==> config.mk <==
export PLATFORM = sky130hd
export DESIGN_NAME = ir_receiver
export DESIGN_NICKNAME = d
export VERILOG_FILES = /design/src/rtl/ir_receiver.sv
export SDC_FILE = /design/constraint.sdc
export NUM_CORES = 1
export LEC_CHECK = 0
export ABC_AREA = 1
export CAP_MARGIN = 15
export CORE_ASPECT_RATIO = 0.7
export CORE_MARGIN = 1.5
export CORE_UTILIZATION = 59
export CTS_CLUSTER_DIAMETER = 50
export CTS_CLUSTER_SIZE = 28
export DETAILED_ROUTE_END_ITERATION = 8
export PLACE_DENSITY = 0.8
export SETUP_SLACK_MARGIN = 0.2
export SLEW_MARGIN = 25
export SYNTH_ARGS = -nofsm -noshare
export SYNTH_HDL_FRONTEND = slang
export SYNTH_SLANG_ARGS = --single-unit
==> constraint.sdc <==
create_clock -name clock -period 4.1 [get_ports clock]
set_input_delay 0.41 -clock clock [delete_from_list [all_inputs] [get_ports clock]]
set_output_delay 0.41 -clock clock [all_outputs]
set_load 0.005 [all_outputs]
==> src/rtl/ir_receiver.sv <==
// rtl/ir_receiver.sv - pulse-width IR frame decoder (preamble, 32 data bits MSB first, stop pulse)
module ir_receiver #(
  parameter int BASE_DELAY = 250,
  parameter int PRE_MIN    = 8,
  parameter int CNT_W      = 16
) (
  input  logic        clock,
  input  logic        reset,
  input  logic        rx_port,
  output logic [31:0] rx_data,
  output logic        rx_valid,
  output logic        rx_busy,
  output logic        rx_error
);

  localparam logic [CNT_W-1:0] CNT_MAX   = {CNT_W{1'b1}};
  localparam logic [CNT_W-1:0] TH_ONE    = CNT_W'(BASE_DELAY / 2);
  localparam logic [CNT_W-1:0] TH_PRE    = CNT_W'(3 * BASE_DELAY / 2);
  localparam logic [CNT_W-1:0] TH_ZERO   = CNT_W'(5 * BASE_DELAY / 2);
  localparam logic [CNT_W-1:0] TH_LONG   = CNT_W'(7 * BASE_DELAY / 2);
  localparam logic [CNT_W-1:0] TIMEOUT   = CNT_W'(4 * BASE_DELAY);
  localparam logic [5:0]       PRE_NEED  = 6'(PRE_MIN);

  typedef enum logic [2:0] {C_GLITCH, C_ONE, C_PRE, C_ZERO, C_LONG} cls_e;
  typedef enum logic [1:0] {S_IDLE, S_PREAMBLE, S_DATA, S_STOP_WAIT} state_e;

  logic             sync1_q, sync2_q, line_q;
  logic [CNT_W-1:0] hi_cnt_q, hi_cnt_d, lo_cnt_q, lo_cnt_d;
  logic             ev_q, ev_d;
  cls_e             cls_q, cls_d;
  state_e           state_q, state_d;
  logic [5:0]       pre_cnt_q, pre_cnt_d, bit_cnt_q, bit_cnt_d;
  logic [31:0]      shift_q, shift_d, rx_data_q, rx_data_d;
  logic             rx_valid_q, rx_valid_d, rx_error_q, rx_error_d;
  logic             rise, fall, is_bit, err;

  // line_q trails the synchronized line by one clock, so rise/fall mark its first new-level cycle
  always_comb begin
    rise     = sync2_q & ~line_q;
    fall     = ~sync2_q & line_q;
    hi_cnt_d = hi_cnt_q;
    lo_cnt_d = lo_cnt_q;
    if (sync2_q) begin
      if (rise)                     hi_cnt_d = CNT_W'(1);
      else if (hi_cnt_q != CNT_MAX) hi_cnt_d = hi_cnt_q + CNT_W'(1);
    end else begin
      if (fall)                     lo_cnt_d = CNT_W'(1);
      else if (lo_cnt_q != CNT_MAX) lo_cnt_d = lo_cnt_q + CNT_W'(1);
    end
    ev_d = fall;
    if (hi_cnt_q < TH_ONE)       cls_d = C_GLITCH;
    else if (hi_cnt_q < TH_PRE)  cls_d = C_ONE;
    else if (hi_cnt_q < TH_ZERO) cls_d = C_PRE;
    else if (hi_cnt_q < TH_LONG) cls_d = C_ZERO;
    else                         cls_d = C_LONG;
  end

  always_comb begin
    state_d    = state_q;
    pre_cnt_d  = pre_cnt_q;
    bit_cnt_d  = bit_cnt_q;
    shift_d    = shift_q;
    rx_data_d  = rx_data_q;
    rx_valid_d = 1'b0;
    rx_error_d = 1'b0;
    err        = 1'b0;
    is_bit     = (cls_q == C_ONE) || (cls_q == C_ZERO);
    if (state_q != S_IDLE && lo_cnt_d >= TIMEOUT) begin
      err = 1'b1;
    end else if (ev_q) begin
      case (state_q)
        S_IDLE: begin
          if (cls_q == C_PRE) begin
            pre_cnt_d = 6'd1;
            state_d   = S_PREAMBLE;
          end
        end
        S_PREAMBLE: begin
          if (cls_q == C_PRE) begin
            if (pre_cnt_q != 6'd32) pre_cnt_d = pre_cnt_q + 6'd1;
          end else if (is_bit && pre_cnt_q >= PRE_NEED) begin
            shift_d   = {shift_q[30:0], cls_q == C_ONE};
            bit_cnt_d = 6'd1;
            state_d   = S_DATA;
          end else begin
            err = 1'b1;
          end
        end
        S_DATA: begin
          if (is_bit) begin
            shift_d   = {shift_q[30:0], cls_q == C_ONE};
            bit_cnt_d = bit_cnt_q + 6'd1;
            if (bit_cnt_q == 6'd31) state_d = S_STOP_WAIT;
          end else begin
            err = 1'b1;
          end
        end
        S_STOP_WAIT: begin
          if (cls_q == C_PRE) begin
            rx_data_d  = shift_q;
            rx_valid_d = 1'b1;
            state_d    = S_IDLE;
            shift_d    = '0;
            bit_cnt_d  = '0;
            pre_cnt_d  = '0;
          end else begin
            err = 1'b1;
          end
        end
        default: err = 1'b1;
      endcase
    end
    if (err) begin
      rx_error_d = 1'b1;
      state_d    = S_IDLE;
      shift_d    = '0;
      bit_cnt_d  = '0;
      pre_cnt_d  = '0;
    end
  end

  always_ff @(posedge clock or posedge reset) begin
    if (reset) begin
      sync1_q    <= 1'b0;
      sync2_q    <= 1'b0;
      line_q     <= 1'b0;
      hi_cnt_q   <= '0;
      lo_cnt_q   <= '0;
      ev_q       <= 1'b0;
      cls_q      <= C_GLITCH;
      state_q    <= S_IDLE;
      pre_cnt_q  <= '0;
      bit_cnt_q  <= '0;
      shift_q    <= '0;
      rx_data_q  <= '0;
      rx_valid_q <= 1'b0;
      rx_error_q <= 1'b0;
    end else begin
      sync1_q    <= rx_port;
      sync2_q    <= sync1_q;
      line_q     <= sync2_q;
      hi_cnt_q   <= hi_cnt_d;
      lo_cnt_q   <= lo_cnt_d;
      ev_q       <= ev_d;
      cls_q      <= cls_d;
      state_q    <= state_d;
      pre_cnt_q  <= pre_cnt_d;
      bit_cnt_q  <= bit_cnt_d;
      shift_q    <= shift_d;
      rx_data_q  <= rx_data_d;
      rx_valid_q <= rx_valid_d;
      rx_error_q <= rx_error_d;
    end
  end

  assign rx_data  = rx_data_q;
  assign rx_valid = rx_valid_q;
  assign rx_error = rx_error_q;
  assign rx_busy  = (state_q != S_IDLE);

endmodule

Word-level counts from Yosys, hierarchy flattened. Index checks and enable logic that the tools add are counted.

Register bits: 119.

Add/subtract/negate cells: 4. Magnitude comparators: 6. Equal/unequal tests: 19. Muxes and demuxes: 54. Bitwise operators: 5. Reduce and logical (&&, ||, !) cells: 14.

Operator list (count): 32-bit two-way mux (7); 32-bit case mux with 3 select lines (1); 16-bit two-way mux (5); 6-bit two-way mux (13); 6-bit case mux with 3 select lines (2); 16-bit by 1-bit adder with 16-bit output (second input constant) (2); 16-bit by 10-bit < comparator with 1-bit output (second input constant) (2); 16-bit inequality test (second input constant) (2); 3-bit inequality test (second input constant) (8); 2-bit two-way mux (9); 16-bit by 10-bit greater-or-equal comparator with 1-bit output (second input constant) (1); 16-bit by 7-bit < comparator with 1-bit output (second input constant) (1); 16-bit by 9-bit < comparator with 1-bit output (second input constant) (1); 7-bit AND reduction (2); 6-bit by 1-bit adder with 6-bit output (second input constant) (2); 3-bit two-way mux (4); 1-bit two-way mux (11); 2-bit case mux with 4 select lines (1); 8-bit AND reduction (1); 4-bit nonzero test (2); 3-bit by 2-bit == test with 1-bit output (second input constant) (2); 6-bit by 5-bit == test with 1-bit output (second input constant) (1); 6-bit by 4-bit greater-or-equal comparator with 1-bit output (second input constant) (1); 6-bit inequality test (second input constant) (1); 13 further kinds (20).

Longest topological paths before layout.
Depth in word-level cells: 10. Depth in mapped cells: 21. Mapped depth without buffers: 19.

Worst setup path after synthesis. OpenSTA, ideal clock, no wires.

Path type: reg-to-reg. Start point: register lo_cnt_q[0]. End point: register shift_q[1]. Library setup time: 0.119 ns. Arrival time: 2.295 ns. Data required time: 3.981 ns. Slack: 1.686 ns. Stages on the path, launching flop included: 20. Buffers on the path: 2. Clock period less this slack: 2.414 ns. Cell sequence: dfrtp_1 > ha_1 > inv_1 > nor2_4 > nand2_2 > nor2_1 > nor2_1 > nand2_1 > nand2_1 > nand3_1 > nor2_1 > nand3_1 > nand2_1 > a21oi_2 > o21ai_2 > nand2_1 > buf_4 > buf_6 > nand2_1 > nand2_1.

Word-level cells in the longest chain between the ends: 9. Elaborated cells between the ends (all ways): 17. Those cells by class: add/sub (1); order compare (1); eq/ne (6); mux (5); reduce/logical (4).

RTL lines: start: declaration (line 28) `logic [CNT_W-1:0] hi_cnt_q, hi_cnt_d, lo_cnt_q, lo_cnt_d;`; start signal: assignment (line 143) `lo_cnt_q <= lo_cnt_d;`; 16-bit by 1-bit adder with 16-bit output / 16-bit inequality test (equally long branches) (line 48) `else if (lo_cnt_q != CNT_MAX) lo_cnt_d = lo_cnt_q + CNT_W'(1);`; 16-bit two-way mux (line 48); 16-bit two-way mux (line 47) `if (fall) lo_cnt_d = CNT_W'(1);`; 16-bit two-way mux (*) (line 43) `if (sync2_q) begin`; 16-bit by 10-bit greater-or-equal comparator with 1-bit output (*) (line 68) `if (state_q != S_IDLE && lo_cnt_d >= TIMEOUT) begin`; 1-bit logical AND (*) (line 68); 1-bit two-way mux (line 68); 3-bit inequality test (no source line) (tied with other cells); 7-bit AND reduction (no source line); end signal: assignment (line 149) `shift_q <= shift_d;`; end: declaration (line 33) `logic [31:0] shift_q, shift_d, rx_data_q, rx_data_d;`.

Mark *: on every way between the ends. The rest lies on a longest branch, timed or not. A chain may end at the register's enable or synchronous reset.

Worst setup path after layout.
Start point: register lo_cnt_q[0]. End point: register shift_q[7].

The elaborated chain is that of the path after synthesis.

==> impl_metrics.prom <==
# TYPE chip_impl_metric gauge
chip_impl_info{name="grt_setup_unrepaired",value="false"} 1
chip_impl_metric{name="power.total",unit="mW"} 2.81
chip_impl_metric{name="drt.antenna.violating_nets",unit=""} 0
chip_impl_metric{name="grt_antenna_before_repair",unit=""} 0
chip_impl_metric{name="tritoncts_num_sinks",unit=""} 119
chip_impl_metric{name="wire_length_of_the_first_global_routing_pass",unit="um"} 22200
chip_impl_metric{name="finalCriticalPeriod",unit="ns"} 3.23
chip_impl_metric{name="cts.repair.resized",unit=""} 0
chip_impl_metric{name="sequentialPowerShare",unit="%"} 43.2
chip_impl_info{name="synth_area_leaders",value="dfrtp_1, nand2_1, nand4_1"} 1
chip_impl_info{name="postSynth.topFlopCell",value="dfrtp_1"} 1
chip_impl_metric{name="fin_worst_skew",unit="ns"} 0.00645
chip_impl_metric{name="synthesis.yosys.warnings",unit=""} 0
chip_impl_metric{name="syn-cell-area",unit="um2"} 5860
chip_impl_metric{name="period_utilization",unit="%"} 78.8
chip_impl_metric{name="die_area",unit="um2"} 10500
chip_impl_metric{name="area_growth",unit="%"} 18.1
chip_impl_metric{name="cts_setup_buffers",unit=""} 0
chip_impl_metric{name="grt_remaining_overflow",unit=""} 0
chip_impl_metric{name="crit_fanout",unit=""} 32
chip_impl_metric{name="gpl.final_weighted_congestion",unit=""} 0.923
chip_impl_metric{name="dp_slack",unit="ns"} 0.960
chip_impl_metric{name="cts-hold-fix-buffers",unit=""} 0
chip_impl_metric{name="port_buffers",unit=""} 37
chip_impl_metric{name="synth.distinct_cells",unit=""} 40
chip_impl_metric{name="fmax",unit="MHz"} 310
chip_impl_metric{name="synth_top_area_share",unit="%"} 50.8
chip_impl_metric{name="h-tree-depth",unit=""} 4
chip_impl_metric{name="num_rows",unit=""} 30
chip_impl_metric{name="synth_seq_cells",unit=""} 119
chip_impl_metric{name="netSwitchingPower",unit="mW"} 0.599
chip_impl_metric{name="grt_start_max_net_pins",unit=""} 63
chip_impl_metric{name="drt_pass1_iterations",unit=""} 5
chip_impl_metric{name="critPathRequiredTime",unit="ns"} 4.45
chip_impl_metric{name="number_of_max_slew_violations_in_the_final_report",unit=""} 0
chip_impl_metric{name="ys_async_sr_fraction",unit="%"} 100
chip_impl_metric{name="worst_slack",unit="ns"} 0.869
chip_impl_metric{name="routed_via_density",unit=""} 5.56
chip_impl_metric{name="hold_viol_final",unit=""} 0
chip_impl_metric{name="wl",unit="um"} 13100
chip_impl_metric{name="die_x",unit="um"} 122
chip_impl_metric{name="clockPowerShare",unit="%"} 53.0
chip_impl_metric{name="antennaDiodeCount",unit=""} 0
chip_impl_metric{name="setup_tns",unit="ns"} 0
chip_impl_metric{name="powerDensity",unit="nW/um2"} 407
chip_impl_metric{name="slew-limit-headroom",unit="%"} 51.3
chip_impl_metric{name="yosysSeqAreaShare",unit="%"} 50.8
chip_impl_info{name="run_status",value="completed"} 1
chip_impl_info{name="critPathSlowestCell",value="nor2_4"} 1
chip_impl_metric{name="power_frac_comb",unit="%"} 3.9
chip_impl_metric{name="nNetsFinal",unit=""} 787
chip_impl_info{name="critical_path.startpoint_type",value="register"} 1
chip_impl_metric{name="switching_share",unit="%"} 21.3
chip_impl_info{name="hp-class",value="reg -> reg"} 1
chip_impl_info{name="tritoncts",value="built"} 1
chip_impl_metric{name="cell_internal_pwr",unit="mW"} 2.22
chip_impl_metric{name="first_global_vias",unit=""} 4737
chip_impl_info{name="end_kind",value="register"} 1
chip_impl_info{name="synthDominantAreaCellType",value="dfrtp_1"} 1
chip_impl_metric{name="postSynthCellCount",unit=""} 735
chip_impl_info{name="most_numerous_cell_types_in_the_synthesized_netlist",value="nand2_1, dfrtp_1, inv_1"} 1
chip_impl_metric{name="worstMarginPinSlew",unit="ns"} 0.730
chip_impl_metric{name="worst_ir_drop_vdd",unit="V"} 0.000281
chip_impl_metric{name="pin_count",unit=""} 38
chip_impl_metric{name="syn-num-nets",unit=""} 748
chip_impl_info{name="cts-root-buf",value="clkbuf_16"} 1
chip_impl_metric{name="hold_ws",unit="ns"} 0.347
chip_impl_info{name="synth.most_common_cell",value="nand2_1"} 1
chip_impl_metric{name="detailroute.via_count",unit=""} 5079
chip_impl_metric{name="grt_util_all_layers",unit="%"} 27.0
chip_impl_metric{name="max_cap_viol_count",unit=""} 0
chip_impl_metric{name="fillCellCount",unit=""} 736
chip_impl_metric{name="dp_hpwl",unit="um"} 8570
chip_impl_metric{name="setup_violations",unit=""} 0
chip_impl_metric{name="cts_max_path_buffers",unit=""} 2
chip_impl_metric{name="worst_ep_arrival_time",unit="ns"} 3.58
chip_impl_metric{name="cts_buffers",unit=""} 17
chip_impl_metric{name="die_height",unit="um"} 86.4
chip_impl_metric{name="avgRoutedWirePerCell",unit="um"} 14.4
chip_impl_metric{name="clock_latency_reported_for_the_late_side_of_the_worst_skew_pair",unit="ns"} 0.41
chip_impl_metric{name="fp.coreArea",unit="um2"} 9680
chip_impl_info{name="worst-setup-path-type",value="reg -> reg"} 1
chip_impl_metric{name="synth-edff-count",unit=""} 0
chip_impl_info{name="timing.critical_path.cells",value="ha_1 > inv_1 > nor2_4 > nand2_2 > nor2_1 > nor2_1 > nand3_1 > nand3_1 > nor2_1 > nand3_1 > nand2_1 > nand2_2 > nand2_2 > nor2_4 > nand4_1 > nand2_1"} 1
chip_impl_metric{name="starting_utilization_of_the_core_area",unit="%"} 60.5
chip_impl_metric{name="path_clk_slew",unit="ns"} 0.05
chip_impl_metric{name="max_stage_delay",unit="ns"} 0.60
chip_impl_metric{name="post-route-drc-count",unit=""} 0
chip_impl_metric{name="p_leak",unit="nW"} 3.55
chip_impl_metric{name="synthesis.area_per_instance",unit="um2"} 7.97
chip_impl_metric{name="drt_iter0_markers",unit=""} 448
chip_impl_metric{name="layout-drive-gt1-share",unit="%"} 6.62
kinds of logic (layout without fill, tap and decap cells):
logic type	count (synthesis)	in the layout	synth area share, %
fa+ha+maj	10	10	2.14
xor+xnor	9	9	1.35
flops	119	119	50.8
simple gates	446	446	33.1
buf+inv	92	142	6.56
compound gates	59	59	6.04
stage by stage:
stage | util (%) | instance area [um2] | instances
2_1_floorplan | - | 5860 | 735
3_3_place_gp | 65.3 | 6320 | 883
3_5_place_dp | 65.3 | 6320 | 883
4_1_cts | 71.5 | 6920 | 913
5_1_grt | 71.5 | 6920 | 913
6_report | 71.5 | 6920 | 913
layout by cell type, fill, tap and decap left out, drive strengths merged, types with 9 or more instances in the layout:
| cell type | count |
|---|---|
| a21oi | 17 |
| clkbuf | 22 |
| clkdlybuf4s50 | 37 |
| dfrtp | 119 |
| ha | 10 |
| inv | 68 |
| nand2 | 279 |
| nand3 | 38 |
| nand4 | 43 |
| nor2 | 56 |
| nor3 | 16 |
| o21ai | 25 |
| xor2 | 9 |
per-layer routing:
layer  track usage, %  vias up  part of all wire (%)
met4             10.5        0                   1.7
met2             39.1      204                    44
li1                 -     2461                     -
met3             5.72       27                   6.8
met5                0        -                     0
met1             40.2     2387                    48
final cells by class:
cell class              count  area, um2  share of cell area (%)
flip-flops and latches    119       2980                    43.0
clock buffers              22        474                    6.85
multi-input cells         524       2500                    36.1
inverters                  69        262                    3.78
repair buffers             43        428                    6.18
well taps                 128        160                    2.31
clock inverters             8        123                    1.77
power groups by stage:
stage               clock, mW  combinational, mW  sequential [mW]
detailed placement          0              0.107             1.23
finish                   1.49              0.108             1.21
floorplan                   0             0.0809             1.23
global route             1.57              0.123             1.22
CTS                      1.51              0.108             1.21
global placement            0              0.106             1.23
critical path, delay by kind of cell (launching register included):
| kind | cells | cell delay (ns) |
|---|---|---|
| adders and majority gates | 1 | 0.25 |
| buffers and inverters | 1 | 0.14 |
| DFF | 1 | 0.42 |
| and+or+nand+nor | 14 | 2.35 |
sequential cells by signal, summed over array words and instances, names as in the netlist, 2 cells and up:
register	flops
state_q	2
cls_q	3
rx_data	32
bit_cnt_q	6
lo_cnt_q	16
hi_cnt_q	16
shift_q	32
pre_cnt_q	6
worst paths after layout:
path,startpoint,endpoint,slack [ns],depth (start not counted)
max,lo_cnt_q[0],shift_q[7],0.87,16
min,sync1_q,sync2_q,0.35,0
max reg2reg,lo_cnt_q[0],shift_q[7],0.87,16
min reg2reg,sync1_q,sync2_q,0.35,0
max in group asynchronous,reset,rx_data[13],2.86,3
min in group asynchronous,reset,lo_cnt_q[10],0.48,2
Power figures use the tool's default switching activity.
